[config.mk]
export PLATFORM = sky130hd
export DESIGN_NAME = phase_alu_sequencer
export DESIGN_NICKNAME = d
export VERILOG_FILES = /design/src/rtl/phase_seq_pkg.sv /design/src/rtl/phase_sync_edge.sv /design/src/rtl/phase_alu_sequencer.sv
export SDC_FILE = /design/constraint.sdc
export NUM_CORES = 1
export LEC_CHECK = 0
export CAP_MARGIN = 20
export CORE_UTILIZATION = 51
export CTS_CLUSTER_DIAMETER = 150
export DETAILED_ROUTE_END_ITERATION = 7
export PLACE_DENSITY = 0.77
export RECOVER_POWER = 25
export SYNTH_ARGS = -nofsm -noshare
export SYNTH_HDL_FRONTEND = slang
export SYNTH_SLANG_ARGS = --single-unit
export TNS_END_PERCENT = 100
[constraint.sdc]
create_clock -name Clock -period 1.9 [get_ports Clock]
set_input_delay 0.57 -clock Clock [delete_from_list [all_inputs] [get_ports Clock]]
set_output_delay 0.57 -clock Clock [all_outputs]
set_load 0.1 [all_outputs]
[src/rtl/phase_seq_pkg.sv]
// -----------------------------------------------------------------------------
// phase_seq_pkg
//   Shared types and constants for the phase-driven ALU sequencer.
//   - state_e    : sequencer FSM states
//   - op_e       : ALU operation codes
//   - PHASE_W    : number of phase lines from the 4-phase generator
//   - stray_rise : true when any phase rises other than the expected one
// -----------------------------------------------------------------------------
package phase_seq_pkg;

  localparam int PHASE_W = 4;

  typedef enum logic [2:0] {
    IDLE  = 3'd0,
    ARMED = 3'd1,
    P0    = 3'd2,
    P1    = 3'd3,
    P2    = 3'd4
  } state_e;

  typedef enum logic [1:0] {
    OP_ADD = 2'b00,
    OP_SUB = 2'b01,
    OP_AND = 2'b10,
    OP_XOR = 2'b11
  } op_e;

  // Any rise outside the expected one-hot position, including the expected bit
  // rising together with another one, counts as out of order.
  function automatic logic stray_rise(input logic [PHASE_W-1:0] rise,
                                      input logic [PHASE_W-1:0] expected);
    return |(rise & ~expected);
  endfunction

endpackage

[src/rtl/phase_sync_edge.sv]
// -----------------------------------------------------------------------------
// phase_sync_edge
//   Resynchronises the phase bits into the Clock domain and produces a
//   one-cycle rise strobe per bit (rise = synced & ~previous).
//   A rise is presented SYNC_STAGES+1 Clocks after the input edge, counting the
//   edge at which the consumer acts on it. SYNC_STAGES=0 bypasses the
//   synchroniser for phases that are already on Clock.
// Ports
//   Clock    in  system clock, rising edge
//   Clear    in  asynchronous active-low reset
//   phase_in in  raw phase bits [3:0]
//   rise     out rising-edge strobes [3:0]
// -----------------------------------------------------------------------------
module phase_sync_edge
  import phase_seq_pkg::*;
#(
  parameter int SYNC_STAGES = 2
) (
  input  logic               Clock,
  input  logic               Clear,
  input  logic [PHASE_W-1:0] phase_in,
  output logic [PHASE_W-1:0] rise
);

  logic [PHASE_W-1:0] phase_q;
  logic [PHASE_W-1:0] prev_q;

  if (SYNC_STAGES == 0) begin : g_nosync
    assign phase_q = phase_in;
  end else begin : g_sync
    logic [SYNC_STAGES-1:0][PHASE_W-1:0] sync_q;

    always_ff @(posedge Clock or negedge Clear) begin
      if (!Clear) begin
        sync_q <= '0;
      end else begin
        sync_q[0] <= phase_in;
        for (int i = 1; i < SYNC_STAGES; i++) begin
          sync_q[i] <= sync_q[i-1];
        end
      end
    end

    assign phase_q = sync_q[SYNC_STAGES-1];
  end

  always_ff @(posedge Clock or negedge Clear) begin
    if (!Clear) begin
      prev_q <= '0;
    end else begin
      prev_q <= phase_q;
    end
  end

  // Only edges matter, so glitchy 0000 or two-hot levels between phases are
  // harmless as long as each bit rises once per cycle.
  assign rise = phase_q & ~prev_q;

endmodule

[src/rtl/phase_alu_sequencer.sv]
// -----------------------------------------------------------------------------
// phase_alu_sequencer
//   Sequences one ALU operation across a full cycle of the 4-phase generator:
//   Phase0 loads the working operands, Phase1 computes, Phase2 writes Result,
//   Phase3 pulses Done.
// Parameters
//   WIDTH        operand/result width
//   SYNC_STAGES  synchroniser flops per phase bit (0 = phases already on Clock)
// Ports
//   Clock, Clear            clock, async active-low reset
//   Phase0..Phase3          one-hot phase inputs
//   Start, Op, A, B         request and operands (captured when Busy=0)
//   Result, Carry           registered result, carry/no-borrow
//   Busy, Done              operation in progress, one-cycle completion pulse
//   Phase_Err               sticky out-of-order phase flag
// Configuration
//   PHASE_SEQ_CHECK_EN      when defined, an unexpected phase rise in P0/P1/P2
//                           aborts the operation and sets Phase_Err; otherwise
//                           such rises are ignored and Phase_Err is tied 0.
// -----------------------------------------------------------------------------
module phase_alu_sequencer
  import phase_seq_pkg::*;
#(
  parameter int WIDTH       = 8,
  parameter int SYNC_STAGES = 2
) (
  input  logic             Clock,
  input  logic             Clear,
  input  logic             Phase0,
  input  logic             Phase1,
  input  logic             Phase2,
  input  logic             Phase3,
  input  logic             Start,
  input  logic [1:0]       Op,
  input  logic [WIDTH-1:0] A,
  input  logic [WIDTH-1:0] B,
  output logic [WIDTH-1:0] Result,
  output logic             Carry,
  output logic             Busy,
  output logic             Done,
  output logic             Phase_Err
);

  logic [PHASE_W-1:0] rise;

  phase_sync_edge #(
    .SYNC_STAGES (SYNC_STAGES)
  ) u_sync (
    .Clock    (Clock),
    .Clear    (Clear),
    .phase_in ({Phase3, Phase2, Phase1, Phase0}),
    .rise     (rise)
  );

  state_e           state_q, state_d;
  op_e              op_cap_q, op_wrk_q;
  logic [WIDTH-1:0] a_cap_q, b_cap_q, a_wrk_q, b_wrk_q;
  logic [WIDTH-1:0] tmp_q, result_q;
  logic             tmp_c_q, carry_q, done_q;

  logic             capture, load_wrk, compute, write_res, done_d;
  logic [WIDTH:0]   alu_sum;
`ifdef PHASE_SEQ_CHECK_EN
  logic             err_set;
  logic             err_q;
`endif

  // ---------------------------------------------------------------------------
  // Next-state and datapath strobes
  // ---------------------------------------------------------------------------
  // NOTE: every signal written here gets a default first, so no path leaves a
  // value unassigned and no latch is inferred.
  always_comb begin
    state_d   = state_q;
    capture   = 1'b0;
    load_wrk  = 1'b0;
    compute   = 1'b0;
    write_res = 1'b0;
    done_d    = 1'b0;
`ifdef PHASE_SEQ_CHECK_EN
    err_set   = 1'b0;
`endif

    unique case (state_q)
      IDLE: begin
        if (Start) begin
          capture = 1'b1;
          state_d = ARMED;
        end
      end
      // Sync-up point: only a Phase0 rise starts the sequence.
      ARMED: begin
        if (rise[0]) begin
          load_wrk = 1'b1;
          state_d  = P0;
        end
      end
      P0: begin
`ifdef PHASE_SEQ_CHECK_EN
        if (stray_rise(rise, 4'b0010)) begin
          err_set = 1'b1;
          state_d = IDLE;
        end else
`endif
        if (rise[1]) begin
          compute = 1'b1;
          state_d = P1;
        end
      end
      P1: begin
`ifdef PHASE_SEQ_CHECK_EN
        if (stray_rise(rise, 4'b0100)) begin
          err_set = 1'b1;
          state_d = IDLE;
        end else
`endif
        if (rise[2]) begin
          write_res = 1'b1;
          state_d   = P2;
        end
      end
      P2: begin
`ifdef PHASE_SEQ_CHECK_EN
        if (stray_rise(rise, 4'b1000)) begin
          err_set = 1'b1;
          state_d = IDLE;
        end else
`endif
        if (rise[3]) begin
          done_d  = 1'b1;
          state_d = IDLE;
        end
      end
      default: state_d = IDLE;
    endcase
  end

  // ---------------------------------------------------------------------------
  // ALU: WIDTH+1-bit result; SUB is A + ~B + 1 so the top bit is no-borrow.
  // ---------------------------------------------------------------------------
  always_comb begin
    alu_sum = '0;
    unique case (op_wrk_q)
      OP_ADD:  alu_sum = {1'b0, a_wrk_q} + {1'b0, b_wrk_q};
      OP_SUB:  alu_sum = {1'b0, a_wrk_q} + {1'b0, ~b_wrk_q} + {{WIDTH{1'b0}}, 1'b1};
      OP_AND:  alu_sum = {1'b0, a_wrk_q & b_wrk_q};
      OP_XOR:  alu_sum = {1'b0, a_wrk_q ^ b_wrk_q};
      default: alu_sum = '0;
    endcase
  end

  // ---------------------------------------------------------------------------
  // State and datapath registers
  // ---------------------------------------------------------------------------
  // NOTE: sequential state uses non-blocking assignments so every register
  // samples pre-edge values regardless of statement order.
  always_ff @(posedge Clock or negedge Clear) begin
    if (!Clear) begin
      state_q  <= IDLE;
      op_cap_q <= OP_ADD;
      a_cap_q  <= '0;
      b_cap_q  <= '0;
      op_wrk_q <= OP_ADD;
      a_wrk_q  <= '0;
      b_wrk_q  <= '0;
      tmp_q    <= '0;
      tmp_c_q  <= 1'b0;
      result_q <= '0;
      carry_q  <= 1'b0;
      done_q   <= 1'b0;
    end else begin
      state_q <= state_d;
      done_q  <= done_d;
      if (capture) begin
        op_cap_q <= op_e'(Op);
        a_cap_q  <= A;
        b_cap_q  <= B;
      end
      if (load_wrk) begin
        op_wrk_q <= op_cap_q;
        a_wrk_q  <= a_cap_q;
        b_wrk_q  <= b_cap_q;
      end
      if (compute) begin
        {tmp_c_q, tmp_q} <= alu_sum;
      end
      if (write_res) begin
        result_q <= tmp_q;
        carry_q  <= tmp_c_q;
      end
    end
  end

`ifdef PHASE_SEQ_CHECK_EN
  // Sticky until the next accepted Start.
  always_ff @(posedge Clock or negedge Clear) begin
    if (!Clear) begin
      err_q <= 1'b0;
    end else if (err_set) begin
      err_q <= 1'b1;
    end else if (capture) begin
      err_q <= 1'b0;
    end
  end
  assign Phase_Err = err_q;
`else
  assign Phase_Err = 1'b0;
`endif

  assign Result = result_q;
  assign Carry  = carry_q;
  assign Busy   = (state_q != IDLE);
  assign Done   = done_q;

endmodule

* Word-level counts from Yosys, hierarchy flattened
Index checks and enable logic that the tools add are counted.
** Word-level totals
- Bits in registers :: 70
- Bits in latches :: 0
- Memory bits (writable) :: 0
- Memory bits (read-only) :: 0
- Input port bits :: 25
- Output and inout port bits :: 12
- Memories kept :: 0
** Operators by class
- $add $sub $neg :: 3
- $mul :: 0
- Div/mod/pow operators :: 0
- Magnitude comparators :: 0
- Equality and inequality tests :: 12
- Shift-type cells :: 0
- Muxes and demuxes :: 17
- Bitwise gates (word level) :: 5
- Reduce and logical (&&, ||, !) cells :: 4
** Operator list (count)
- one-hot mux 9 bit (4 select lines) :: 1
- adder 8 x 8 -> 9 bit :: 2
- 2-to-1 mux 3 bit :: 5
- one-hot mux 3 bit (5 select lines) :: 1
- 2-to-1 mux 1 bit :: 10
- inequality test 2 bit (second input constant) :: 5
- adder 9 x 1 -> 9 bit (second input constant) :: 1
- AND 8 bit :: 1
- NOT 8 bit :: 1
- bitwise XOR 8 bit :: 1
- equality test 3 x 2 -> 1 bit (second input constant) :: 2
- AND reduction 5 bit :: 1
- AND 4 bit :: 1
- equality test 2 bit (second input constant) :: 2
- NOT 4 bit :: 1
- equality test 3 x 1 -> 1 bit (second input constant) :: 1
- equality test 3 bit (second input constant) :: 1
- zero test 3 bit :: 1
- nonzero test 3 bit :: 1
- equality test 2 x 1 -> 1 bit (second input constant) :: 1
- zero test 2 bit :: 1

* Logic depth before layout (Yosys ltp)
- Depth in word-level cells :: 4
- Mapped depth :: 8

* By module
From an unflattened synthesis, not the netlist that was laid out.
** Unflattened totals
- Cell total of the unflattened synthesis :: 311
- Area, all modules :: 3523.4 µm²
** Modules (own cells, without submodules)
- phase_alu_sequencer :: times used 1, cells each 295, area each 3168.0 µm², seq. area each 1451.4 µm²
- phase_sync_edge :: times used 1, cells each 16, area each 355.3 µm², seq. area each 300.3 µm²

* Worst setup path after synthesis
No wires, ideal clock.
- Path kind :: register to register
- Start point :: reg b_wrk_q[0]
- End point :: reg tmp_q[6]
- Setup time :: 0.126 ns
- Data arrival time :: 1.934 ns
- Required time :: 1.774 ns
- Setup slack :: -0.160 ns
- Cell stages (with the launch flop) :: 8
- Clock period less this slack :: 2.060 ns
- Cells stage by stage :: dfrtp_1 ha_1 fa_1 nor2b_1 o21ai_1 o31ai_1 a31o_1 o32a_1
** Between the ends
- Word-level cells in the longest chain between the ends :: 4
- Elaborated cells between the ends (all ways) :: 5
- Those cells by class :: add/sub: 3; mux: 1; bitwise: 1
** RTL lines
- start, declared :: RTL line phase_alu_sequencer.sv:57 : logic [WIDTH-1:0] a_cap_q, b_cap_q, a_wrk_q, b_wrk_q;
- start signal, assigned :: RTL line phase_alu_sequencer.sv:182 : b_wrk_q <= b_cap_q;
- NOT 8 bit :: RTL line phase_alu_sequencer.sv:145 : OP_SUB: alu_sum = {1'b0, a_wrk_q} + {1'b0, ~b_wrk_q} + {{WIDTH{1'b0}}, 1'b1};
- adder 8 x 8 -> 9 bit :: RTL line phase_alu_sequencer.sv:145
- adder 9 x 1 -> 9 bit :: RTL line phase_alu_sequencer.sv:145
- one-hot mux 9 bit (4 select lines) (*) :: RTL line phase_alu_sequencer.sv:143 : unique case (op_wrk_q)
- end signal, assigned :: RTL line phase_alu_sequencer.sv:185 : {tmp_c_q, tmp_q} <= alu_sum;
- end, declared :: RTL line phase_alu_sequencer.sv:58 : logic [WIDTH-1:0] tmp_q, result_q;
Mark *: on every way between the ends. The rest lies on a longest branch, timed or not.
A chain may end at the register's enable or synchronous reset.

* Worst setup path in the final report
- Start point :: reg a_wrk_q[0]
- End point :: reg tmp_q[7]
** Between the ends
- Word-level cells in the longest chain between the ends :: 3
- Elaborated cells between the ends (all ways) :: 4
- Those cells by class :: add/sub: 3; mux: 1
** RTL lines
- start, declared :: RTL line phase_alu_sequencer.sv:57
- start signal, assigned :: RTL line phase_alu_sequencer.sv:181 : a_wrk_q <= a_cap_q;
- adder 8 x 8 -> 9 bit :: RTL line phase_alu_sequencer.sv:145
- adder 9 x 1 -> 9 bit :: RTL line phase_alu_sequencer.sv:145
- one-hot mux 9 bit (4 select lines) (*) :: RTL line phase_alu_sequencer.sv:143
Marked as above.

==> metrics <==
largest net degree at the start of global routing 71; Synth Area in Simple Gates 0.1154; total gr overflow 0; RR Startpoint a_wrk_q[0]; HP Start u_sync.g_sync.sync_q[0]; FF+latch count, synth 70; Clk Latency, worst-skew pair 0.34 ns; PD cells between 2000 and 2500 mW/mm²; Worst Path Required roughly 2.1 ns; failing checks negative setup slack; DP HPWL between 5 and 6 mm; Post-Synthesis Cells approximately 290; chip height approximately 85 µm; clock sink count 70; largest family of logic cells by synthesized area multiplexers; Synth Area in Compound Gates 0.1058; initial antenna violation count 0; crit-path leading delay family compound AO/OA/AOI/OAI gates; Max Cap Viol 0; share of cells above drive strength 1 0.4005; most frequent cell after synthesis dfrtp_1; Routed WL around 7.4 mm; CP max-delay cell dfrtp_1; Yosys top cell area share 0.4988; post-synthesis adder-cell area fraction 0.07196; status finished with violations; critical path's largest stage delay 0.40 ns; Leak Pwr approximately 2.1 nW; ANT cells 0; Core ar. 0.006495 mm²; hold buffers post-CTS 0; Setup Skew about 0.0084 ns; Arrival @ worst endpoint between 2 and 2.5 ns; Synth Area per Inst 12.07 µm²; via count approximately 2.5k; Mapped Nets 335; worst path bufs/invs 2; min Tclk post-route around 2.1 ns; Worst Setup End Kind flip-flop; Detailed Route Iter0 Violations ~140; Slew HR 0.3839; vias in the first global route between 2k and 3k; routed len/inst about 16 µm; Slew Viols, Final 0; total CTS buffers 9; post-synthesis cell type count 58; Max FO, Critical Path 3; Synth Flop Type dfrtp_1; routability congestion estimate about 0.86; sequential share of the synthesized area 0.4988; CTS root buf clkbuf_8; TNS Setup -0.8421 ns; final routed DRC violation total 0; VDD IR max 1.036 mV; Total Nets Final between 400 and 500; YS warnings 0; setup ws final -0.2204 ns; clock tree buffer depth 2; CP Class reg -> reg; final hold vios 0; first drt pass iteration count 4; All-Layer GR Usage 0.2229; unrepaired setup endpoints after global routing true; H-tree Lvls 3; critical path startpoint category flip-flop; ys async rst share 1.000; Via density roughly 5.5; PortBufs 35; Starting Density 0.5407; Area Overhead vs Synth 33.70%; most frequent cells after synthesis 70 x dfrtp_1, 41 x mux2_2, 19 x inv_1, 17 x ha_1, 17 x nor2_1; final setup fails 7; EDFF count, synth 0; clock-pin slew on the worst setup and hold paths roughly 0.080 ns; min-delay worst type reg -> reg; worst-margin pin slew ~0.92 ns; final period utilization 1.116; num ports 37; post-synthesis cell area ~0.0035 mm²; antenna-violating nets left 0; worst-path cell chain inv_2 -> buf_4 -> ha_1 -> nor2b_4 -> o21ai_2 -> o211ai_1 -> mux2_1 -> o32a_1; Setup crit start a_wrk_q[0]; Yosys top cell by area dfrtp_1; die area 0.007222 mm²; first-pass GRT wire length around 12 mm; Synth Area in XOR/XNOR 0; utilization after layout 0.7230; Fmax between 400 and 500 MHz; top cells by area, synth dfrtp_1 50%, mux2_2 13%, ha_1 6.1%; post-synthesis mux area share 0.1649; CTS tree built; die width 84.99 µm; Std-Cell Rows 29
per-stage QoR:
step | total power, mW | hold slack, ns | worst slack (ns) | cells | instance area [µm²]
global route | 10.24 | 0.3495 | -0.3228 | 454 | 4696
global placement | 7.797 | 0.3334 | -0.1904 | 431 | 4342
detailed placement | 7.883 | 0.3364 | -0.2391 | 431 | 4342
CTS | 9.374 | 0.2560 | -0.1498 | 452 | 4631
floorplan | 5.856 | 0.2744 | -0.1014 | 291 | 3541
finish | 9.631 | 0.3393 | -0.2204 | 454 | 4696
cells by family (layout without fill, tap and decap cells):
group	count (synthesis)	count (layout)
muxes	52	52
buffers and inverters	31	117
and+or+nand+nor	69	69
adders and majority gates	19	19
AOI/OAI and AO/OA	49	49
DFF	70	70
other	1	1
repair_timing:
action | in CTS | in global routing
pin swaps | 7 | 14
resized for setup | 13 | 12
gates cloned | 0 | 0
setup endpoints to repair | 8 | 8
endpoints found under the hold margin | 0 | 0
buffers inserted | 5 | 2
where the power goes:
group          internal, mW  switching, mW
registers              2.11          0.455
logic                  2.78           3.03
clock network         0.683          0.566
layout by cell type, fill, tap and decap left out, types with 3 or more instances in the layout:
cell | Yosys | routed
buf_4 | 2 | 44
mux2i_1 | 5 | 5
nand2_1 | 14 | 14
inv_1 | 19 | 17
mux2_1 | 6 | 6
clkdlybuf4s50_1 | 0 | 23
a211oi_1 | 6 | 4
nor2_1 | 17 | 15
and3_1 | 3 | 3
a21oi_1 | 7 | 5
o32a_1 | 3 | 3
dfrtp_2 | 0 | 5
clkbuf_8 | 0 | 11
o21ai_0 | 4 | 4
nor3_1 | 7 | 7
nand3_1 | 3 | 3
dfrtp_1 | 70 | 65
mux2_2 | 41 | 40
a31oi_1 | 5 | 4
nor2b_1 | 9 | 8
buf_12 | 0 | 12
nor2_2 | 1 | 3
ha_1 | 17 | 12
ha_4 | 0 | 4
layout make-up:
| type | count | area (µm²) |
|---|---|---|
| Fill cell | 447 | 1799 |
| Multi-Input combinational cell | 190 | 1737 |
| Inverter | 19 | 71.32 |
| Sequential cell | 70 | 1758 |
| Clock buffer | 12 | 155.1 |
| Tap cell | 77 | 96.34 |
| Timing Repair Buffer | 82 | 824.5 |
| Clock inverter | 4 | 53.80 |
per-layer routing:
metal,vias to the layer above,global-route usage,share of wire
met4,0,0.07704,0.018
met1,1237,0.3079,0.46
met5,-,0,0
li1,1196,-,-
met2,64,0.3512,0.48
met3,14,0.04669,0.040
worst paths after layout:
path / endpoint / slack [ns] / cells past startpoint
max in group asynchronous: state_q[0] / 0.78 / 2
worst min-delay path: u_sync.phase_q[0] / 0.34 / 0
worst max register to register: tmp_q[7] / -0.22 / 8
worst max-delay path: tmp_q[7] / -0.22 / 8
min in group asynchronous: b_wrk_q[2] / 0.48 / 2
worst min register to register: u_sync.phase_q[0] / 0.34 / 0
state kept, by name, summed over array words and instances (netlist names):
signal / count
u_sync.phase_q: 4
b_wrk_q: 8
state_q: 3
tmp_c_q: 1
a_cap_q: 8
a_wrk_q: 8
op_cap_q: 2
Done: 1
Carry: 1
u_sync.prev_q: 4
u_sync.g_sync.sync_q: 4
op_wrk_q: 2
b_cap_q: 8
Result: 8
tmp_q: 8
No activity file was read; power rests on OpenSTA's default activity.
